**config.mk**
```make
export PLATFORM = sky130hd
export DESIGN_NAME = dbus_bridge
export DESIGN_NICKNAME = d
export VERILOG_FILES = /design/src/rtl/dbus_pkg.sv /design/src/rtl/dbus_lane.sv /design/src/rtl/dbus_bridge.sv
export SDC_FILE = /design/constraint.sdc
export NUM_CORES = 1
export LEC_CHECK = 0
export BUFFER_PORTS_ARGS = -buffer_cell sky130_fd_sc_hd__buf_2
export CORE_ASPECT_RATIO = 0.8
export CORE_UTILIZATION = 52
export DETAILED_ROUTE_END_ITERATION = 10
export PLACE_DENSITY = 0.95
export SLEW_MARGIN = 20
export SYNTH_ARGS = -nofsm -noshare
export SYNTH_HDL_FRONTEND = slang
export SYNTH_SLANG_ARGS = --single-unit
export TNS_END_PERCENT = 100
```
**constraint.sdc**
```tcl
create_clock -name clk_in -period 5 [get_ports clk_in]
set_input_delay 1 -clock clk_in [delete_from_list [all_inputs] [get_ports clk_in]]
set_output_delay 1 -clock clk_in [all_outputs]
set_load 0.01 [all_outputs]
```
**src/rtl/dbus_pkg.sv**
```systemverilog
// Shared definitions for the CPU data-bus bridge: FSM states, access
// formats, default region bases and the region-hit helper.
package dbus_pkg;

    typedef enum logic [2:0] {
        S_IDLE    = 3'd0,
        S_DM_ACC  = 3'd1,
        S_DM_CAP  = 3'd2,
        S_IO_WAIT = 3'd3,
        S_RESP    = 3'd4
    } dbus_state_t;

    localparam logic [1:0] FMT_WORD = 2'b00;
    localparam logic [1:0] FMT_HALF = 2'b01;
    localparam logic [1:0] FMT_BYTE = 2'b10;

    localparam logic [31:0] DEF_DATA_BASE = 32'h1001_0000;
    localparam logic [31:0] DEF_MMIO_BASE = 32'h1002_0000;

    // An offset from a region base hits when its word index fits in aw bits.
    // Addresses below the base wrap to huge offsets and therefore miss.
    function automatic logic region_hit(input logic [31:0] off, input int aw);
        return (off >> (aw + 2)) == 32'd0;
    endfunction

endpackage

```
**src/rtl/dbus_lane.sv**
```systemverilog
// Byte-lane generator shared by the data RAM and MMIO paths: byte enables,
// lane-replicated store data and an alignment fault flag.
module dbus_lane
    import dbus_pkg::*;
(
    input  logic [1:0]  i_fmt,
    input  logic [1:0]  i_addr_lo,
    input  logic [31:0] i_wdata,
    output logic [3:0]  o_be,
    output logic [31:0] o_wdata,
    output logic        o_misalign
);

    // Lane selection per format; the illegal format is folded into the fault flag.
    always_comb begin
        o_be       = 4'b0000;
        o_wdata    = i_wdata;
        o_misalign = 1'b0;
        case (i_fmt)
            FMT_WORD: begin
                o_be       = 4'b1111;
                o_misalign = |i_addr_lo;
            end
            FMT_HALF: begin
                o_be       = i_addr_lo[1] ? 4'b1100 : 4'b0011;
                o_wdata    = {2{i_wdata[15:0]}};
                o_misalign = i_addr_lo[0];
            end
            FMT_BYTE: begin
                o_be    = 4'b0001 << i_addr_lo;
                o_wdata = {4{i_wdata[7:0]}};
            end
            default: begin
                o_misalign = 1'b1;
            end
        endcase
    end

endmodule

```
**src/rtl/dbus_bridge.sv**
```systemverilog
// Data-bus bridge between the CPU load/store port and the data RAM / MMIO
// window. Decodes regions, builds byte lanes and stalls the CPU until a
// one-cycle ready (optionally with err) response.
//
// state     | meaning
// ----------+-----------------------------------------------------------
// S_IDLE    | waiting for cpu_req; decode and latch the access
// S_DM_ACC  | data RAM strobe cycle (dm_en high for exactly this cycle)
// S_DM_CAP  | capture dm_rdata for a load
// S_IO_WAIT | io_req held until io_ack or the wait timer expires
// S_RESP    | cpu_ready pulse with cpu_err
module dbus_bridge
    import dbus_pkg::*;
#(
    parameter logic [31:0] DATA_BASE = DEF_DATA_BASE,
    parameter int          DMEM_AW   = 11,
    parameter logic [31:0] MMIO_BASE = DEF_MMIO_BASE,
    parameter int          MMIO_AW   = 8,
    parameter int          TIMEOUT   = 16
) (
    input  logic               clk_in,
    input  logic               reset,
    input  logic               cpu_req,
    input  logic               cpu_we,
    input  logic [31:0]        cpu_addr,
    input  logic [1:0]         cpu_fmt,
    input  logic [31:0]        cpu_wdata,
    output logic [31:0]        cpu_rdata,
    output logic               cpu_ready,
    output logic               cpu_err,
    output logic               dm_en,
    output logic               dm_we,
    output logic [DMEM_AW-1:0] dm_addr,
    output logic [3:0]         dm_be,
    output logic [31:0]        dm_wdata,
    input  logic [31:0]        dm_rdata,
    output logic               io_req,
    output logic               io_we,
    output logic [MMIO_AW-1:0] io_addr,
    output logic [3:0]         io_be,
    output logic [31:0]        io_wdata,
    input  logic               io_ack,
    input  logic [31:0]        io_rdata
);

    localparam int CW = $clog2(TIMEOUT + 1);

    dbus_state_t        r_state;
    logic               r_we;
    logic [31:0]        r_rdata;
    logic               r_ready;
    logic               r_err;
    logic [CW-1:0]      r_cnt;
    logic               r_dm_en;
    logic               r_dm_we;
    logic [DMEM_AW-1:0] r_dm_addr;
    logic [3:0]         r_dm_be;
    logic [31:0]        r_dm_wdata;
    logic               r_io_req;
    logic               r_io_we;
    logic [MMIO_AW-1:0] r_io_addr;
    logic [3:0]         r_io_be;
    logic [31:0]        r_io_wdata;

    logic [31:0] w_dm_off;
    logic [31:0] w_io_off;
    logic        w_dm_hit;
    logic        w_io_hit;
    logic [3:0]  w_be;
    logic [31:0] w_wdata;
    logic        w_misalign;
    logic        w_err;

    dbus_lane u_lane (
        .i_fmt      (cpu_fmt),
        .i_addr_lo  (cpu_addr[1:0]),
        .i_wdata    (cpu_wdata),
        .o_be       (w_be),
        .o_wdata    (w_wdata),
        .o_misalign (w_misalign)
    );

    // Region decode on the live request; the data RAM wins if regions overlap.
    always_comb begin
        w_dm_off = cpu_addr - DATA_BASE;
        w_io_off = cpu_addr - MMIO_BASE;
        w_dm_hit = region_hit(w_dm_off, DMEM_AW);
        w_io_hit = region_hit(w_io_off, MMIO_AW);
        w_err    = w_misalign | ~(w_dm_hit | w_io_hit);
    end

    // Transaction FSM with all target and CPU outputs registered.
    always_ff @(posedge clk_in) begin
        if (reset) begin
            r_state    <= S_IDLE;
            r_we       <= 1'b0;
            r_rdata    <= '0;
            r_ready    <= 1'b0;
            r_err      <= 1'b0;
            r_cnt      <= '0;
            r_dm_en    <= 1'b0;
            r_dm_we    <= 1'b0;
            r_dm_addr  <= '0;
            r_dm_be    <= '0;
            r_dm_wdata <= '0;
            r_io_req   <= 1'b0;
            r_io_we    <= 1'b0;
            r_io_addr  <= '0;
            r_io_be    <= '0;
            r_io_wdata <= '0;
        end else begin
            case (r_state)
                S_IDLE: begin
                    if (cpu_req) begin
                        r_we <= cpu_we;
                        if (w_err) begin
                            r_ready <= 1'b1;
                            r_err   <= 1'b1;
                            r_state <= S_RESP;
                        end else if (w_dm_hit) begin
                            r_dm_en    <= 1'b1;
                            r_dm_we    <= cpu_we;
                            r_dm_addr  <= DMEM_AW'(w_dm_off >> 2);
                            r_dm_be    <= cpu_we ? w_be : 4'b0000;
                            r_dm_wdata <= w_wdata;
                            r_state    <= S_DM_ACC;
                        end else begin
                            r_io_req   <= 1'b1;
                            r_io_we    <= cpu_we;
                            r_io_addr  <= MMIO_AW'(w_io_off >> 2);
                            r_io_be    <= w_be;
                            r_io_wdata <= w_wdata;
                            r_cnt      <= CW'(TIMEOUT - 1);
                            r_state    <= S_IO_WAIT;
                        end
                    end
                end
                S_DM_ACC: begin
                    r_dm_en <= 1'b0;
                    r_dm_we <= 1'b0;
                    if (r_we) begin
                        r_ready <= 1'b1;
                        r_err   <= 1'b0;
                        r_state <= S_RESP;
                    end else begin
                        r_state <= S_DM_CAP;
                    end
                end
                S_DM_CAP: begin
                    r_rdata <= dm_rdata;
                    r_ready <= 1'b1;
                    r_err   <= 1'b0;
                    r_state <= S_RESP;
                end
                S_IO_WAIT: begin
                    // Ack is checked before the timer so a last-cycle ack still completes.
                    if (io_ack) begin
                        if (!r_we) begin
                            r_rdata <= io_rdata;
                        end
                        r_io_req <= 1'b0;
                        r_io_we  <= 1'b0;
                        r_ready  <= 1'b1;
                        r_err    <= 1'b0;
                        r_state  <= S_RESP;
                    end else if (r_cnt == '0) begin
                        r_io_req <= 1'b0;
                        r_io_we  <= 1'b0;
                        r_ready  <= 1'b1;
                        r_err    <= 1'b1;
                        r_state  <= S_RESP;
                    end else begin
                        r_cnt <= r_cnt - 1'b1;
                    end
                end
                S_RESP: begin
                    r_ready <= 1'b0;
                    r_err   <= 1'b0;
                    r_state <= S_IDLE;
                end
                default: begin
                    r_state <= S_IDLE;
                end
            endcase
        end
    end

    assign cpu_rdata = r_rdata;
    assign cpu_ready = r_ready;
    assign cpu_err   = r_err;
    assign dm_en     = r_dm_en;
    assign dm_we     = r_dm_we;
    assign dm_addr   = r_dm_addr;
    assign dm_be     = r_dm_be;
    assign dm_wdata  = r_dm_wdata;
    assign io_req    = r_io_req;
    assign io_we     = r_io_we;
    assign io_addr   = r_io_addr;
    assign io_be     = r_io_be;
    assign io_wdata  = r_io_wdata;

endmodule

```
==> summary.md, run 1 <==
| Metric | Value |
|---|---|
| Max Fanout on Critical Path | `47` |
| Post-synth top area share | `between 40% and 50%` |
| Max VDD drop | `0.216 mV` |
| I/O Pins | `~260` |
| Post-route cell area | `8250 sq um` |
| Synth unique cells | `between 50 and 60` |
| Hold Slack | `0.446 ns` |
| Buffers added on ports | `263` |
| Clk_lat worst skew | `0.41 ns` |
| Core area | `between 10000 and 15000 sq um` |
| Nets | `approximately 1200` |
| Async set or reset register ratio after synthesis | `0%` |
| Hold Crit Class | `register to register` |
| Proportion of layout cells with a drive suffix above 1 | `30.3%` |
| GRT overflow | `0` |
| Initial DRT Pass Iterations | `11` |
| Leak | `roughly 3.8 nW` |
| Setup violators final | `0` |
| Clock buffer depth | `2` |
| Reg2reg end | `dm_be[1]` |
| Post-synth net total | `about 940` |
| Synth warnings | `0` |
| TNS Setup | `0 ns` |
| Status | `complete, but fails checks` |
| CP cell instances | `buf_2 -> inv_1 -> ha_1 -> nand2_1 -> or4_1 -> or4_1 -> nor4_1 -> nand3_2 -> nand2_1 -> a21oi_1` |
| CP Class | `input pin to register` |
| Mapped Area | `6340 sq um` |
| Min Clock Period, post-route | `4.17 ns` |
| Slew margin rel. | `approximately 28%` |
| FF-to-FF setup slack | `2.20 ns` |
| Synth area leaders | `dfxtp_1, nand2_1, a21oi_1` |
| Final WL | `19500 um` |
| Register bit total from synthesis | `~140` |
| Final period util | `83.4%` |
| Cell Pwr Density | `around 310 nW/um^2` |
| Sequential cell area | `~2800 sq um` |
| Critical Path RT | `5.25 ns` |
| Number of instances resized during post-cts repair | `0` |
| CP Launch Point | `cpu_addr[17]` |
| CP Capture Point | `dm_be[1]` |
| CP bufs+invs | `2` |
| DRC | `18` |
| Vias in the first global route | `between 6000 and 7000` |
| Largest net degree at the start of global routing | `82` |
| Die width | `between 100 and 150 um` |
| Stages on worst setup path | `10` |
| Worst slew pin tran | `~1.1 ns` |
| Area grow syn2layout | `30.1%` |
| Num rows | `35` |
| Multi-input combinational cell area | `between 3000 and 4000 sq um` |
| Pins Over Slew Limit | `0` |
| Critical path's top delay family | `simple AND/OR/NAND/NOR gates` |
| Number of flops mapped to enable cells by yosys | `0` |
| Routability Congestion | `around 0.91` |
| Seq/Total Area, Yosys | `between 40% and 50%` |
| Crit path capture type | `register` |
| Crit-path slowest cell | `nand3_2` |
| Leading area contributor after synthesis | `dfxtp_1` |
| Area of placed instances | `7670 sq um` |
| R2R Path Start | `r_state[0]` |
| Vias | `roughly 6700` |
| H-tree depth | `4` |
| First-pass GRT wire length | `slightly above 30000 um` |
| Synth cell count leaders | `nand2_1, dfxtp_1, a21oi_1, nor2_1, a211oi_1` |
| Count leader, synth | `nand2_1` |
| Gr usage total | `30.7%` |
| Max cap viols | `0` |
| Reg2Reg Depth | `5` |
| WP data arrival | `about 4.4 ns` |
| Cells after synthesis | `approximately 790` |
| Max Clock Skew | `~0.0076 ns` |
| Post-synth top flop | `dfxtp_1` |
| CTS tree | `done` |
| Initial antenna violation count | `2` |
| Worst-path clk slew | `about 0.060 ns` |
| DRT antenna net count | `0` |
| Detailed Place HPWL | `13800 um` |
| CP peak stage delay | `approximately 0.91 ns` |
| Cts hold-fix bufs | `0` |
| CTS Buf Count | `17` |
| Root buffer cell | `clkbuf_16` |
| Die extent in y | `101 um` |
| Post-CTS Setup Bufs | `0` |
| Total of fill cells in the finished design | `~940` |
| Initial core utilization | `54.2%` |
| Maximum clock frequency | `between 200 and 250 MHz` |
| Vias/cell | `5.66` |
| RSZ-0062 raised after global routing | `false` |
| Final hold vios | `0` |
| CP startpoint kind | `input pin` |
| DIE AREA | `roughly 13000 sq um` |
| Routed len/inst | `16.5 um` |
| Syn Area/Cell | `8.00 sq um` |
| Initial DRC Count | `about 570` |
| CTS Sinks | `138` |
| Failing checks | `design-rule violations` |
## report_power, final
part	total, W	internal (W)	leakage (nW)	switching [W]
sequential	0.00110	0.00110	1.11	0.00000222
combinational	0.000207	0.0000831	2.44	0.000124
clock	0.00123	0.000736	0.273	0.000495
## layer usage
layer  vias up  share of wire (%)  GRT usage [%]
li1       3224                  -              -
met1      3089                 40           36.2
met2       346                 49           54.1
met3        47                8.8           8.12
met4         0                2.4           10.9
met5         -                  0              0
## worst reg2reg max path, cell delays in order (launching register included)
cell	delay [ns]
dfxtp_1	0.40
or3_1	0.40
nor2_1	0.44
nand3_2	0.88
nand2_1	0.42
a21oi_1	0.11
## logic make-up after synthesis
kind of cell               Yosys count  share of synthesized area [%]
AOI/OAI and AO/OA                  217                           21.7
xor gates and xnor gates             4                          0.553
adders and majority gates            9                           1.78
buffers and inverters               80                           5.78
DFF                                138                           43.6
muxes                               33                           5.21
and+or+nand+nor                    311                           21.4
## metrics by stage
stage                     util (%)  setup WS [ns]  total power, W  std cells
final                         70.5          0.831         0.00254       1185
after global routing          70.5          0.550         0.00262       1185
after CTS                     70.5          0.893         0.00255       1183
after detailed placement      65.6          0.520         0.00133       1152
after global placement        65.6          0.659         0.00133       1152
after floorplan                  -           1.44         0.00123        792
## placed cells by master, fill, tap and decap left out, types with 6 or more instances in the layout
master	synthesis	layout
inv_1	22	22
a21oi_1	112	112
a22o_1	9	9
a22oi_1	10	10
o22ai_1	8	8
a211oi_1	35	35
dfxtp_1	138	138
mux2i_1	33	33
clkbuf_16	0	17
ha_1	9	9
nor2b_1	6	6
nor3_1	11	11
buf_2	5	262
nor2_1	61	61
nand2_1	191	191
## sequential cells by signal, indices dropped and copies added (netlist names), 3 cells and up
| register | cells |
|---|---|
| io_addr | 8 |
| dm_be | 4 |
| cpu_rdata | 32 |
| io_be | 4 |
| dm_wdata | 32 |
| io_wdata | 32 |
| dm_addr | 11 |
| r_state | 3 |
| r_cnt | 5 |
## worst min path at each step
stage / startpoint / to / slack, ns / cells past startpoint
after global routing: io_be[3] / io_be[3] / 0.46 / 2
after floorplan: cpu_err / cpu_err / 0.47 / 2
final: io_be[3] / io_be[3] / 0.45 / 2
after CTS: io_addr[7] / io_addr[7] / 0.45 / 2
after detailed placement: io_be[3] / io_be[3] / 0.44 / 2
after global placement: io_addr[0] / io_addr[0] / 0.44 / 2
## layout make-up
class | instances | share of cell area [%]
multi-input combinational | 574 | 39.1
sequential | 138 | 33.5
timing repair buffer | 270 | 17.1
clock buffer | 18 | 5.20
tap | 148 | 2.25
clock inverter | 13 | 1.76
inverter | 22 | 1.00
antenna | 2 | 0.0607
(Power assumes the default switching activity.)
==> inputs of run 2 (changes only) <==
- CORE_UTILIZATION: 52 -> 44
- PLACE_DENSITY: 0.95 -> 0.88
- clock period: 5 -> 3.49 ns (I/O delays scaled with it)
==> run 2 against run 1 <==
Compared with the run above:
- non-clock buffer count is 20 higher
- cell count is 4.4% higher
- core utilization is 8.7 points lower
- worst hold slack hardly changed
- global-route usage is 5.8 points lower
- sequential share of layout area is 1.1 points lower
- flip-flop and latch count stayed put
- critical endpoint is now dm_we
- largest cell class unchanged
- final area is 3.3% higher
- sequential power is 44% higher
- first-iteration DRC count is 40% lower
- the flow now finishes without violations
- clock skew is 0.0038 ns higher
==> summary.md, run 2 (synthesis gave the netlist of run 1 again) <==
| Metric | Value |
|---|---|
| Status | `complete, no violations` |
| Post-CTS Setup Bufs | `0 (unchanged)` |
| Final hold vios | `0 (unchanged)` |
| Crit path setup slack, layout | `0.418 ns (-0.412 ns)` |
| Number of instances resized during post-cts repair | `0 (unchanged)` |
| Initial DRC Count | `339 (-40%)` |
| Fin cells | `1237 (+4.4%)` |
| CTS tree | `done` |
| CP Class | `input pin to register` |
| Area grow syn2layout | `34.4%` |
| DRC | `0 (-18)` |
| Commonest non-fill, non-tap cell in the layout | `buf_2` |
| Nets | `1187 (+1.7%)` |
| Core area | `13800 sq um (+18%)` |
| Largest net degree at the start of global routing | `68 (-17%)` |
| GRT overflow | `0 (unchanged)` |
| Routed len/inst | `15.2 um (-7.7%)` |
| Total of fill cells in the finished design | `1259 (+34%)` |
| Min Clock Period, post-route | `just over 3 ns` |
| Highest metal layer with signal wires | `met4` |
| H-tree depth | `4 (unchanged)` |
| FF-to-FF setup slack | `1.35 ns (-0.85 ns)` |
| Gr usage total | `24.8% (-5.8 points)` |
| Met2 Routed Length | `9070 um (-4.5%)` |
| Num rows | `38 (+8.6%)` |
| Buffers added on ports | `263 (unchanged)` |
| Vias/cell | `5.33 (-5.9%)` |
| I/O Pins | `264 (unchanged)` |
| Worst-path clk slew | `0.06 ns (about the same)` |
| Cell Pwr Density | `439 nW/um^2 (+42%)` |
| Crit path capture type | `register` |
| DIE AREA | `14900 sq um (+18%)` |
| Multi-input combinational cell area | `3230 sq um (+0.16%)` |
| Clock buffer depth | `2 (unchanged)` |
| Max VDD drop | `0.348 mV (+61%)` |
| Maximum clock frequency | `~330 MHz` |
| Pins Over Slew Limit | `0 (unchanged)` |
| Root buffer cell | `clkbuf_16` |
| Vias in the first global route | `5962 (-2.8%)` |
| CTS Buf Count | `17 (unchanged)` |
| Proportion of layout cells with a drive suffix above 1 | `31.9% (+1.6 points)` |
| Hold Crit Class | `register to register` |
| Die extent in y | `109 um (+8.5%)` |
| Initial core utilization | `46.0% (-8.2 points)` |
| Post-Place Worst Slack | `0.0174 ns (-0.503 ns)` |
| Post-placement cell count | `1204 (+4.5%)` |
| Vias | `6589 (-1.7%)` |
| CTS Sinks | `138 (unchanged)` |
| RSZ-0062 raised after global routing | `false` |
| First-pass GRT wire length | `29000 um (-4.8%)` |
| Setup violators final | `0 (unchanged)` |
| Final period util | `between 80% and 90%` |
| Max Clock Skew | `0.0114 ns (+0.00376 ns)` |
| Max Fanout on Critical Path | `4 (-91%)` |
| DRT antenna net count | `0 (unchanged)` |
| Most frequent cells in the layout | `buf_2, nand2_1, dfxtp_1` |
| Cts hold-fix bufs | `0 (unchanged)` |
| Final WL | `18800 um (-3.7%)` |
| Die width | `136 um (+8.6%)` |
| DR WL met3 | `1680 um (-2.0%)` |
| Max cap viols | `0 (unchanged)` |
| Detailed Place HPWL | `13800 um (+0.24%)` |
| Leak | `3.97 nW (+3.8%)` |
| Clk_lat worst skew | `0.41 ns (about the same)` |
| TNS Setup | `0 ns (unchanged)` |
| Worst slew pin tran | `0.712 ns (-0.359 ns)` |
| WP data arrival | `3.35 ns (-1.07 ns)` |
| Sequential cell area | `2760 sq um (unchanged)` |
| Initial DRT Pass Iterations | `5 (-6)` |
| CP startpoint kind | `input pin` |
| Routability Congestion | `0.959 (+5.9%)` |
| Critical Path RT | `3.77 ns (-1.48 ns)` |
| Design Power | `0.00374 W (+47%)` |
| Slew margin rel. | `52.5% (+24 points)` |
| Initial antenna violation count | `1 (-1)` |
| WL met1 | `7750 um (-1.1%)` |
==> run 2: stage by stage <==
step | cell area, sq um | utilization [%] | hold slack (ns)
6_report | 8520 | 61.8 | 0.446
4_1_cts | 8510 | 61.7 | 0.449
2_1_floorplan | 6340 | - | 0.475
3_3_place_gp | 7910 | 57.3 | 0.435
5_1_grt | 8520 | 61.8 | 0.462
3_5_place_dp | 7910 | 57.3 | 0.440
==> run 2: area by class of cell <==
cell class,instances,area share [%]
clock buffers,17,4.99
repair buffers,290,18.9
diodes,1,0.0294
flip-flops and latches,138,32.4
well taps,180,2.64
clock inverters,15,2.10
multi-input cells,574,37.9
inverters,22,0.969
==> run 2: final timing paths <==
check,start,end,cells past startpoint
min reg2reg,dm_wdata[26],dm_wdata[26],2
max reg2reg,r_state[0],io_addr[0],6
max,cpu_fmt[0],dm_we,11
min,dm_wdata[26],dm_wdata[26],2
==> run 2: routing by layer <==
metal,global-route usage [%],up-vias
met1,29.9,2992
met4,8.57,0
met2,42.8,313
li1,-,3262
met3,6.64,22
met5,0,-
==> run 2: worst max-delay path: stages <==
cell	delay, ns
buf_2	0.11
inv_1	0.06
ha_1	0.24
a211o_1	0.30
o31ai_1	0.07
buf_4	0.17
or4b_2	0.61
nor4_2	0.32
o2111ai_1	0.22
nor4bb_1	0.19
or3_1	0.37
==> run 2: power breakdown <==
group	internal [W]	total, W	switching (W)
Clock	0.00109	0.00185	0.000759
Sequential	0.00158	0.00158	0.00000251
Combinational	0.000132	0.000314	0.000183
Total	0.00280	0.00374	0.000944
==> inputs of run 3 (changes only) <==
- CTS_BUF_LIST: unset -> sky130_fd_sc_hd__clkbuf_16
- MAX_ROUTING_LAYER: unset -> met4
==> run 3 against run 2 <==
Compared with the run above:
- sequential power hardly changed
- via count hardly changed
- non-clock buffer count stayed put
- core utilization is 0.15 points lower
- setup slack better by 0.071 ns
- critical path depth stayed put
- clock skew is 0.0010 ns higher
- first-iteration DRC count is 4.7% lower
- worst hold slack better by 0.0020 ns
- power is 0.93% lower
- largest cell class unchanged
- largest power group unchanged
==> summary.md, run 3 (synthesis gave the netlist of run 1 again) <==
| Metric | Value |
|---|---|
| DIE AREA | `14900 sq um (unchanged)` |
| Slew margin rel. | `62.5% (+10 points)` |
| CP bufs+invs | `3 (unchanged)` |
| Critical Path RT | `3.78 ns (about the same)` |
| Maximum clock frequency | `333 MHz (+2.4%)` |
| CTS tree | `done` |
| Initial core utilization | `46.0% (unchanged)` |
| Post-placement cell count | `1204 (unchanged)` |
| Number of instances resized during post-cts repair | `0 (unchanged)` |
| Cell Pwr Density | `436 nW/um^2 (-0.70%)` |
| DRT antenna net count | `0 (unchanged)` |
| Commonest non-fill, non-tap cell in the layout | `buf_2` |
| I/O Pins | `264 (unchanged)` |
| Die extent in y | `109 um (unchanged)` |
| Setup violators final | `0 (unchanged)` |
| Vias/cell | `5.32 (-0.11%)` |
| Core area | `13800 sq um (unchanged)` |
| Routed len/inst | `15.1 um (-0.49%)` |
| Clock buffer depth | `2 (unchanged)` |
| Root buffer cell | `clkbuf_16` |
| WP data arrival | `3.29 ns (-0.06 ns)` |
| Crit path setup slack, layout | `0.489 ns (+0.0710 ns)` |
| Largest net degree at the start of global routing | `54 (-21%)` |
| Area grow syn2layout | `34.0%` |
| Max cap viols | `0 (unchanged)` |
| H-tree depth | `4 (unchanged)` |
| Max VDD drop | `0.358 mV (+3.0%)` |
| CTS Buf Count | `17 (unchanged)` |
| Final hold vios | `0 (unchanged)` |
| Detailed Place HPWL | `13900 um (+0.27%)` |
| Cts hold-fix bufs | `0 (unchanged)` |
| Nets | `1187 (unchanged)` |
| Proportion of layout cells with a drive suffix above 1 | `31.7% (-0.19 points)` |
| Max Fanout on Critical Path | `6 (+2)` |
| Final period util | `86.0% (-2.0 points)` |
| Worst-path clk slew | `0.06 ns (about the same)` |
| Die width | `136 um (unchanged)` |
| CP cell instances | `buf_2 -> inv_1 -> ha_1 -> a211o_1 -> o31ai_1 -> buf_4 -> or4b_2 -> nor4_2 -> o2111ai_1 -> nor4bb_1 -> or3_1` |
| Multi-input combinational cell area | `3230 sq um (-0.16%)` |
| CTS Sinks | `138 (unchanged)` |
| Gr usage total | `25.5% (+0.65 points)` |
| Pins Over Slew Limit | `0 (unchanged)` |
| GRT overflow | `0 (unchanged)` |
| DRC | `0 (unchanged)` |
| Leak | `3.95 nW (-0.33%)` |
| Critical path's top delay family | `simple AND/OR/NAND/NOR gates` |
| Post-CTS Setup Bufs | `0 (unchanged)` |
| Total of fill cells in the finished design | `1227 (-2.5%)` |
| CP peak stage delay | `0.60 ns (about the same)` |
| Post-route cell area | `8500 sq um (-0.24%)` |
| Worst slew pin tran | `0.560 ns (-0.152 ns)` |
| Final WL | `18700 um (-0.41%)` |
| Initial antenna violation count | `2 (+1)` |
| Initial DRC Count | `323 (-4.7%)` |
| Most frequent cells in the layout | `buf_2, nand2_1, dfxtp_1` |
| Crit-path slowest cell | `or4b_2` |
| Area of placed instances | `7910 sq um (unchanged)` |
| First-pass GRT wire length | `28600 um (-1.4%)` |
| Met2 Routed Length | `8900 um (-1.9%)` |
| Fin cells | `1238 (+0.081%)` |
| Num rows | `38 (unchanged)` |
| Sequential cell area | `2760 sq um (unchanged)` |
| DR WL met3 | `1490 um (-11%)` |
| Crit path capture type | `register` |
| Status | `complete, no violations` |
| Routability Congestion | `0.962 (+0.37%)` |
| Hold Slack | `0.448 ns (+0.00199 ns)` |
| WL met1 | `8000 um (+3.3%)` |
| TNS Setup | `0 ns (unchanged)` |
| Vias in the first global route | `5833 (-2.2%)` |
| Clk_lat worst skew | `0.42 ns (about the same)` |
| RSZ-0062 raised after global routing | `false` |
| Initial DRT Pass Iterations | `4 (-1)` |
| Min Clock Period, post-route | `3.00 ns (-0.0710 ns)` |
| Buffers added on ports | `263 (unchanged)` |
| Max Clock Skew | `0.0124 ns (+0.00101 ns)` |
| Vias | `6587 (-0.030%)` |
| Highest metal layer with signal wires | `met4` |
| CP Class | `input pin to register` |
| Post-Place Worst Slack | `0.0597 ns (+0.0423 ns)` |
| Hold Crit Class | `register to register` |
| CP startpoint kind | `input pin` |
[run 3: changes by cell type in the layout (fill, tap and decap cells not counted), sizes merged]
cell / previous run / this run
diode: 1 / 2
clkinvlp: 1 / 2
inv: 32 / 29
clkinv: 2 / 4
[run 3: area by class of cell]
cell class                 instances  area share (%)
timing repair buffer             290            18.9
multi-input combinational        574            38.0
antenna                            2          0.0589
sequential                       138            32.5
tap                              180            2.65
clock inverter                    15            1.90
inverter                          22           0.972
clock buffer                      17            5.01
[run 3: final timing paths]
| kind | cells after the start | startpoint | slack [ns] | end |
|---|---|---|---|---|
| max reg2reg | 6 | r_state[0] | 1.38 | dm_be[1] |
| max | 11 | cpu_fmt[0] | 0.49 | dm_we |
| min | 2 | dm_wdata[19] | 0.45 | dm_wdata[19] |
| min reg2reg | 2 | dm_wdata[19] | 0.45 | dm_wdata[19] |
[run 3: power breakdown]
group          switching (W)  internal (W)
clock network       0.000744       0.00107
logic               0.000183      0.000130
registers         0.00000268       0.00158
total               0.000930       0.00278
[run 3: metal layers]
metal	global-route usage, %	up-vias
met3	7.01	28
met5	-	-
met4	9.60	0
met1	30.1	3002
li1	-	3273
met2	41.4	284
[run 3: worst reg2reg max path: stages (launching register included)]
cell and delay [ns]:
dfxtp_1 0.40, or3_1 0.40, nor2_1 0.43, and3_2 0.35, buf_12 0.21, nand3_1 0.10
a21oi_1 0.16
[run 3: stage by stage]
stage / utilization (%) / power [W]
6_report: 61.6 / 0.00370
5_1_grt: 61.6 / 0.00385
4_1_cts: 61.6 / 0.00373
3_5_place_dp: 57.3 / 0.00192
3_3_place_gp: 57.3 / 0.00192
2_1_floorplan: - / 0.00177
